==> src/rtl/gpu_apb_master.sv <==
// APB write initiator feeding the GPU command slave from a command FIFO.
// Optional GPU_APB_PREADY_EN adds pReady_i wait states in ACCESS.
module gpu_apb_master #(
  parameter int DEPTH      = 4,
  parameter int GAP_CYCLES = 0
) (
  input  logic                     clk,
  input  logic                     rst,
  input  logic [31:0]              cmd_addr_i,
  input  logic [31:0]              cmd_data_i,
  input  logic                     cmd_valid_i,
  output logic                     cmd_ready_o,
  output logic [31:0]              pAddr_o,
  output logic [31:0]              pDataWrite_o,
  output logic                     pSel_o,
  output logic                     pEnable_o,
  output logic                     pWrite_o,
`ifdef GPU_APB_PREADY_EN
  input  logic                     pReady_i,
`endif
  output logic [$clog2(DEPTH):0]   fifo_count_o,
  output logic                     idle_o
);

  localparam int AW = $clog2(DEPTH);
  localparam int CW = AW + 1;

  typedef enum logic [1:0] {
    IDLE,
    SETUP,
    ACCESS,
    GAP
  } state_t;

  state_t        state, state_nx;
  logic [31:0]   addr_mem [DEPTH];
  logic [31:0]   data_mem [DEPTH];
  logic [AW-1:0] rd_ptr, wr_ptr;
  logic [CW-1:0] count;
  logic [7:0]    gap_cnt, gap_nx;
  logic [31:0]   addr_q, data_q;
  logic          push, pop, done, has_cmd;

  assign cmd_ready_o = (count != CW'(DEPTH));
  assign push        = cmd_valid_i & cmd_ready_o;
  assign has_cmd     = (count != '0);

`ifdef GPU_APB_PREADY_EN
  assign done = pReady_i;
`else
  assign done = 1'b1;
`endif

  always_comb begin
    state_nx = state;
    gap_nx   = gap_cnt;
    pop      = 1'b0;
    unique case (state)
      IDLE: begin
        if (has_cmd) begin
          state_nx = SETUP;
          pop      = 1'b1;
        end
      end
      SETUP: state_nx = ACCESS;
      ACCESS: begin
        if (done) begin
          if (GAP_CYCLES > 0) begin
            state_nx = GAP;
            gap_nx   = 8'(GAP_CYCLES);
          end else if (has_cmd) begin
            state_nx = SETUP;
            pop      = 1'b1;
          end else begin
            state_nx = IDLE;
          end
        end
      end
      GAP: begin
        gap_nx = gap_cnt - 8'd1;
        // last settle cycle: hand straight to the next transfer if one waits
        if (gap_cnt <= 8'd1) begin
          if (has_cmd) begin
            state_nx = SETUP;
            pop      = 1'b1;
          end else begin
            state_nx = IDLE;
          end
        end
      end
      default: state_nx = IDLE;
    endcase
  end

  always_ff @(posedge clk) begin
    if (push) begin
      addr_mem[wr_ptr] <= cmd_addr_i;
      data_mem[wr_ptr] <= cmd_data_i;
    end
  end

  always_ff @(posedge clk) begin
    if (rst) begin
      state   <= IDLE;
      gap_cnt <= '0;
      rd_ptr  <= '0;
      wr_ptr  <= '0;
      count   <= '0;
      addr_q  <= '0;
      data_q  <= '0;
    end else begin
      state   <= state_nx;
      gap_cnt <= gap_nx;
      if (push) wr_ptr <= wr_ptr + AW'(1);
      if (pop)  rd_ptr <= rd_ptr + AW'(1);
      if (push && !pop)      count <= count + CW'(1);
      else if (pop && !push) count <= count - CW'(1);
      if (pop) begin
        addr_q <= addr_mem[rd_ptr];
        data_q <= data_mem[rd_ptr];
      end else if (state_nx == IDLE || state_nx == GAP) begin
        addr_q <= '0;
        data_q <= '0;
      end
    end
  end

  assign pSel_o       = (state == SETUP) || (state == ACCESS);
  assign pEnable_o    = (state == ACCESS);
  assign pWrite_o     = pSel_o;
  assign pAddr_o      = addr_q;
  assign pDataWrite_o = data_q;
  assign fifo_count_o = count;
  assign idle_o       = (state == IDLE) && !has_cmd;

endmodule

==> config.mk <==
export PLATFORM = sky130hd
export DESIGN_NAME = gpu_apb_master
export DESIGN_NICKNAME = d
export VERILOG_FILES = /design/src/rtl/gpu_apb_master.sv
export SDC_FILE = /design/constraint.sdc
export NUM_CORES = 1
export LEC_CHECK = 0
export ABC_AREA = 1
export CAP_MARGIN = 15
export CORE_ASPECT_RATIO = 0.9
export CORE_MARGIN = 2
export CORE_UTILIZATION = 40
export DETAILED_ROUTE_END_ITERATION = 8
export GPL_TIMING_DRIVEN = 0
export PLACE_DENSITY = 0.6
export SLEW_MARGIN = 30
export SYNTH_ARGS = -nofsm -noshare
export SYNTH_HDL_FRONTEND = slang
export SYNTH_SLANG_ARGS = --single-unit
export TNS_END_PERCENT = 100
==> constraint.sdc <==
create_clock -name clk -period 5.2 [get_ports clk]
set_input_delay 1.3 -clock clk [delete_from_list [all_inputs] [get_ports clk]]
set_output_delay 1.3 -clock clk [all_outputs]
set_load 0.02 [all_outputs]
== After elaboration in Yosys (flattened, before gate mapping) ==
Memories as Yosys holds them, arrays and structs flattened. A register that Yosys moved wholly into a read port is not among the register bits.
Index checks and enable logic that the tools add are counted.
W data, S select, Z words.

* $add $sub $neg: 5
* Order comparisons: 1
* Equality and inequality tests: 5
* Multiplexer cells: 18
* Bitwise operators: 1
* Reductions and logical operators: 14

{| class="wikitable"
|+ Operators by type and width
! kind !! count
|-
| $mux W32 || 3
|-
| $mux W2 || 6
|-
| $le A8 B1 Y1 const B || 1
|-
| $pmux W2 S4 || 1
|-
| $sub A8 B1 Y8 const B || 1
|-
| $eq A2 B2 Y1 const B || 3
|-
| $mux W3 || 2
|-
| $mux W1 || 5
|-
| $add A2 B1 Y2 const B || 2
|-
| $logic_not A2 Y1 || 2
|-
| $reduce_bool A2 Y1 || 2
|-
| $add A3 B1 Y3 const B || 1
|-
| $logic_and A1 B1 Y1 || 3
|-
| $logic_not A1 Y1 || 3
|-
| $ne A3 B3 Y1 const B || 1
|-
| $reduce_bool A3 Y1 || 1
|-
| $sub A3 B1 Y3 const B || 1
|-
| $eq A2 B1 Y1 const B || 1
|-
| $logic_or A1 B1 Y1 || 2
|-
| $pmux W1 S2 || 1
|-
| $reduce_or A2 Y1 || 1
|-
| $and A1 B1 Y1 || 1
|}

* Flip-flop bits (word level): 81
* Memory bits (writable): 256
* Input bits: 67
* Output and inout bits: 72
* Word-level logic and storage cells: 53
* Memories kept: 2

{| class="wikitable"
|+ Memory list
! memory !! depth !! width !! rd ports !! clocked after Yosys merged registers in !! wr ports !! RTL line !! RTL
|-
| addr_mem || 4 || 32 || 1 || 1 || 1 || 36 || <nowiki>logic [31:0] addr_mem [DEPTH];</nowiki>
|-
| data_mem || 4 || 32 || 1 || 1 || 1 || 37 || <nowiki>logic [31:0] data_mem [DEPTH];</nowiki>
|}

== Longest topological paths before layout ==
Gate-level depths: netlist of run 1.

* Depth in word-level cells: 8
* Depth in mapped cells: 17
* Mapped depth without buffers: 16

== Least setup slack after synthesis of run 1 ==
OpenSTA, ideal clock, no wires.

* Path type: input to register
* Start point: input port cmd_valid_i
* End point: memory addr_mem[0][0], enable pin
* Setup time: 487 ps
* Arrival time: 4154 ps
* Required time: 4713 ps
* Slack: 560 ps
* Stages on the path: 2
* Path buffers: 0
* Cells stage by stage: nand2_1 > nor2_1

* Longest elaborated chain between the ends: 3

{| class="wikitable"
|+ Ends and longest elaborated chain
! element !! RTL line !! RTL
|-
| start, declared || 11 || <nowiki>input logic cmd_valid_i,</nowiki>
|-
| $and A1 B1 Y1 || 45 || <nowiki>assign push = cmd_valid_i & cmd_ready_o;</nowiki>
|-
| $mux W1 || 96 || <nowiki>if (push) begin</nowiki>
|-
| $mux W1 (not written as such) || 97 || <nowiki>addr_mem[wr_ptr] <= cmd_addr_i;</nowiki>
|-
| end, declared || 36 ||
|}

Every way passes these cells.

== Final worst setup path of run 1 ==
* Start point: register state[0]
* End point: output port pWrite_o

* Longest elaborated chain between the ends: 2
* Elaborated cells between the ends (all ways): 3
* Those cells by class: eq/ne: 2; reduce/logical: 1

{| class="wikitable"
|+ Ends and longest elaborated chain
! element !! RTL line !! RTL
|-
| start, declared || 35 || <nowiki>state_t state, state_nx;</nowiki>
|-
| start signal, assigned || 112 || <nowiki>state <= state_nx;</nowiki>
|-
| $eq A2 B1 Y1 or $eq A2 B2 Y1 (tied branches) || 128 || <nowiki>assign pSel_o = (state == SETUP) || (state == ACCESS);</nowiki>
|-
| $logic_or A1 B1 Y1 * || 128 ||
|-
| end, declared || 17 || <nowiki>output logic pWrite_o,</nowiki>
|}

Every way passes the cells marked *; elsewhere a longest branch is shown, timed or not.

==> flow_summary_export.csv, run 1 <==
group,metric,value,unit
outcome,status,"finished, final reports clean",
timing,finalMaxSlewViolations,0,
global_routing,busiest_layer,"met2",
cells_and_area,multi_input_area,3450,sq um
timing,finalSetupTns,0,ns
timing,grt_setup_unrepaired,"false",
timing,max_freq,292,MHz
worst_setup_path,critical_path_class,"flop to primary output",
clock_tree,path_clk_slew,0.06,ns
global_routing,track_usage,0.191,
floorplanning,io_pins,139,
cells_and_area,seqCellArea,9350,sq um
global_routing,use_met1,0.253,
worst_setup_path,crit_buf_inv,3,
route,wl,35200,microns
timing,hold_ws,0.464,ns
clock_tree,cts_resized,0,
worst_setup_path,critPathRequiredTime,3.90,ns
cells_and_area,syn2layout_area_growth,25.6,%
route,post_drt_wl_per_cell,16.6,microns
worst_setup_path,end_kind,"primary output",
clock_tree,cts_root_buf,"clkbuf_16",
clock_tree,cts_buffer_depth,3,
logic_synthesis,ys_types,23,
global_routing,overflow,0,
global_routing,met3_usage,0.0355,
power_and_ir_drop,p_per_area,527,nW/um^2
logic_synthesis,syn_nets,1512,
power_and_ir_drop,power_leakage,7.27,nW
timing,fin_crit_sh,0.658,
placed_design,pre_cts_ws,1.77,ns
placed_design,io_buffers,137,
run,drv_cap,0,
logic_synthesis,syn_avg_cell_area,9.91,sq um
route,ant_nets,0,
global_routing,grt_max_degree,20,
floorplanning,start_util,0.406,
timing,setup_ws,1.78,ns
global_routing,met2_usage,0.322,
logic_synthesis,synth_area_leaders,"edfxtp_1 (54%), dfxtp_1 (12%), nand2_1 (8.9%)",
cells_and_area,final_cells,2122,
cells_and_area,fin_nets,1703,
timing,worst_pin_slew,0.822,ns
placed_design,dp_hpwl,23200,microns
route,drc,0,
worst_setup_path,cp_top_family,"buffers and inverters",
worst_setup_path,crit_path_cell_trace,"inv_1, ha_1, buf_4, clkdlybuf4s50_1",
clock_tree,clock_latency,0.53,ns
clock_tree,cts_tree,"yes",
logic_synthesis,synth-seq-area-share,0.659,
logic_synthesis,syn_area,14200,sq um
clock_tree,post_cts_buffers,0,
timing,finalHoldViolCount,0,
timing,setup_viol,0,
floorplanning,row_count,65,
floorplanning,die_h,183,microns
clock_tree,postCtsHoldBufs,0,
global_routing,grt_antenna_before_repair,2,
power_and_ir_drop,ir_worst_vdd,0.000360,V
placed_design,place_congestion,0.775,
logic_synthesis,netlist.area_leader.share,0.542,
logic_synthesis,ys_ff_latch,339,
timing,relSlewSlack,0.452,
cells_and_area,fill_cells,3148,
cells_and_area,final_layout_size_suffix_gt1_frac,0.0787,
timing,finClkSkew,0.0230,ns
clock_tree,htree_levels,2,
route,drt_pass1_iterations,5,
clock_tree,cts_made_buffers,36,
logic_synthesis,synth_top_area_cell,"edfxtp_1",
route,drt_iter0_markers,666,
global_routing,grt_pass1_wl,54200,microns
logic_synthesis,yosys_warnings,0,
worst_setup_path,worstPathMaxFanout,6,
placed_design,dp.cells,2054,
worst_setup_path,crit_slowest_cell,"clkdlybuf4s50_1",
clock_tree,clock_sinks,339,
floorplanning,die_w,203,microns
worst_setup_path,cp-start-kind,"flop",
timing,period_needed,3.42,ns
floorplanning,core-area,35000,sq um
logic_synthesis,synthCells,1432,
hold_path,holdCritPathClass,"flop to flop",
worst_setup_path,max_stage_delay,0.59,ns
floorplanning,die_area,37000,sq um
cells_and_area,finish.utilization,0.510,
route,num_vias,10131,
route,routed_via_density,4.77,
worst_setup_path,critPathArrivalTime,2.12,ns
global_routing,grt_pass1_vias,9785,
## cells by family (layout without fill, tap and decap cells)
group / after synthesis / count (layout) / share of synthesized area
flops: 339 / 339 / 0.659
simple gates: 560 / 560 / 0.171
fa+ha+maj: 13 / 13 / 0.0120
buf+inv: 364 / 583 / 0.101
other cells: 0 / 2 / 0
compound gates: 155 / 155 / 0.0573
xor+xnor: 1 / 1 / 0.000617
## synth_stat cells, drive strengths merged
library cell and count:
nor3 1, a21oi 144, xor2 1, edfxtp 256
buf 35, clkbuf 44, nand2 337, o21ai 11
dfxtp 83, ha 12, nor2 22, inv 285
fa 1, nand3 198, or2 2
## flip-flops by register name, summed over array words and instances (netlist names), named ones only
name and count:
wr_ptr 2, data_mem 128, fifo_count_o 3, addr_mem 128, pAddr_o 32, rd_ptr 2, pDataWrite_o 32, state 2
gap_cnt 8
## power by group
group / switching (W) / leakage [nW] / internal [W]
registers: 0.000183 / 3.02 / 0.00335
logic: 0.00205 / 3.67 / 0.00120
clock network: 0.00105 / 0.578 / 0.00156
total: 0.00329 / 7.27 / 0.00611
## metrics by stage
step	total power, W	instance area, sq um
final	0.00939	17800
after global routing	0.00991	17800
after CTS	0.00948	17800
after detailed placement	0.00686	16600
after global placement	0.00674	16200
after floorplan	0.00551	14200
## worst paths after layout
| path | start | to | slack, ns | depth (start not counted) |
|---|---|---|---|---|
| min reg2reg | pAddr_o[3] | pAddr_o[3] | 0.46 | 2 |
| max | state[0] | pWrite_o | 1.78 | 4 |
| max reg2reg | state[0] | fifo_count_o[2] | 2.37 | 13 |
| min | pAddr_o[3] | pAddr_o[3] | 0.46 | 2 |
## cell usage in the layout, fill, tap and decap left out, types with 3 or more instances in the layout
cell | Yosys | final
a21oi_2 | 10 | 10
nor2_1 | 20 | 16
buf_2 | 25 | 25
bufinv_16 | 0 | 4
clkbuf_1 | 44 | 56
nor2_4 | 0 | 4
ha_1 | 12 | 12
buf_1 | 6 | 6
clkdlybuf4s50_1 | 0 | 137
inv_1 | 284 | 284
o21ai_0 | 11 | 11
clkbuf_8 | 0 | 3
buf_16 | 0 | 16
nand2_1 | 336 | 336
clkinv_2 | 0 | 4
clkinvlp_4 | 0 | 3
nand3_2 | 11 | 11
edfxtp_1 | 256 | 256
a21oi_1 | 134 | 134
dfxtp_1 | 83 | 83
clkbuf_16 | 0 | 37
nand3_1 | 187 | 187
## tightest hold or removal path: cells and delay by family, from the launching register on
family             cells  cell delay (ns)
DFF                    1             0.31
and+or+nand+nor        1             0.06
AOI/OAI and AO/OA      1             0.05
## area by class of cell
| class | instances | share of cell area |
|---|---|---|
| timing repair buffer | 153 | 0.102 |
| antenna | 2 | 0.000281 |
| sequential | 339 | 0.524 |
| buffer | 79 | 0.0201 |
| multi-input combinational | 729 | 0.193 |
| tap | 469 | 0.0329 |
| clock buffer | 52 | 0.0568 |
| clock inverter | 14 | 0.0106 |
| inverter | 285 | 0.0600 |
## layer usage
layer | vias to the layer above | wire length [microns]
li1 | 5002 | -
met1 | 4768 | 15500
met2 | 305 | 16600
met3 | 56 | 2320
met4 | 0 | 765
met5 | - | 0
Power figures use the tool's default switching activity.
==> run 2, diff against run 1 <==
==> constraint.sdc (replaced) <==
create_clock -name clk -period 3.4 [get_ports clk]
set_input_delay 0.85 -clock clk [delete_from_list [all_inputs] [get_ports clk]]
set_output_delay 0.85 -clock clk [all_outputs]
set_load 0.02 [all_outputs]
==> results of run 2 <==
Same layout as run 1 (identical final DEF). Status: finished, final reports clean.
Among the figures that moved: setup slack after placement 1.77 ns -> 0.416 ns; setup slack after layout 1.78 ns -> 0.429 ns; register-to-register setup slack 2.37 ns -> 0.57 ns; total power 0.00939 W -> 0.0144 W; worst IR drop on VDD 0.000360 V -> 0.000551 V
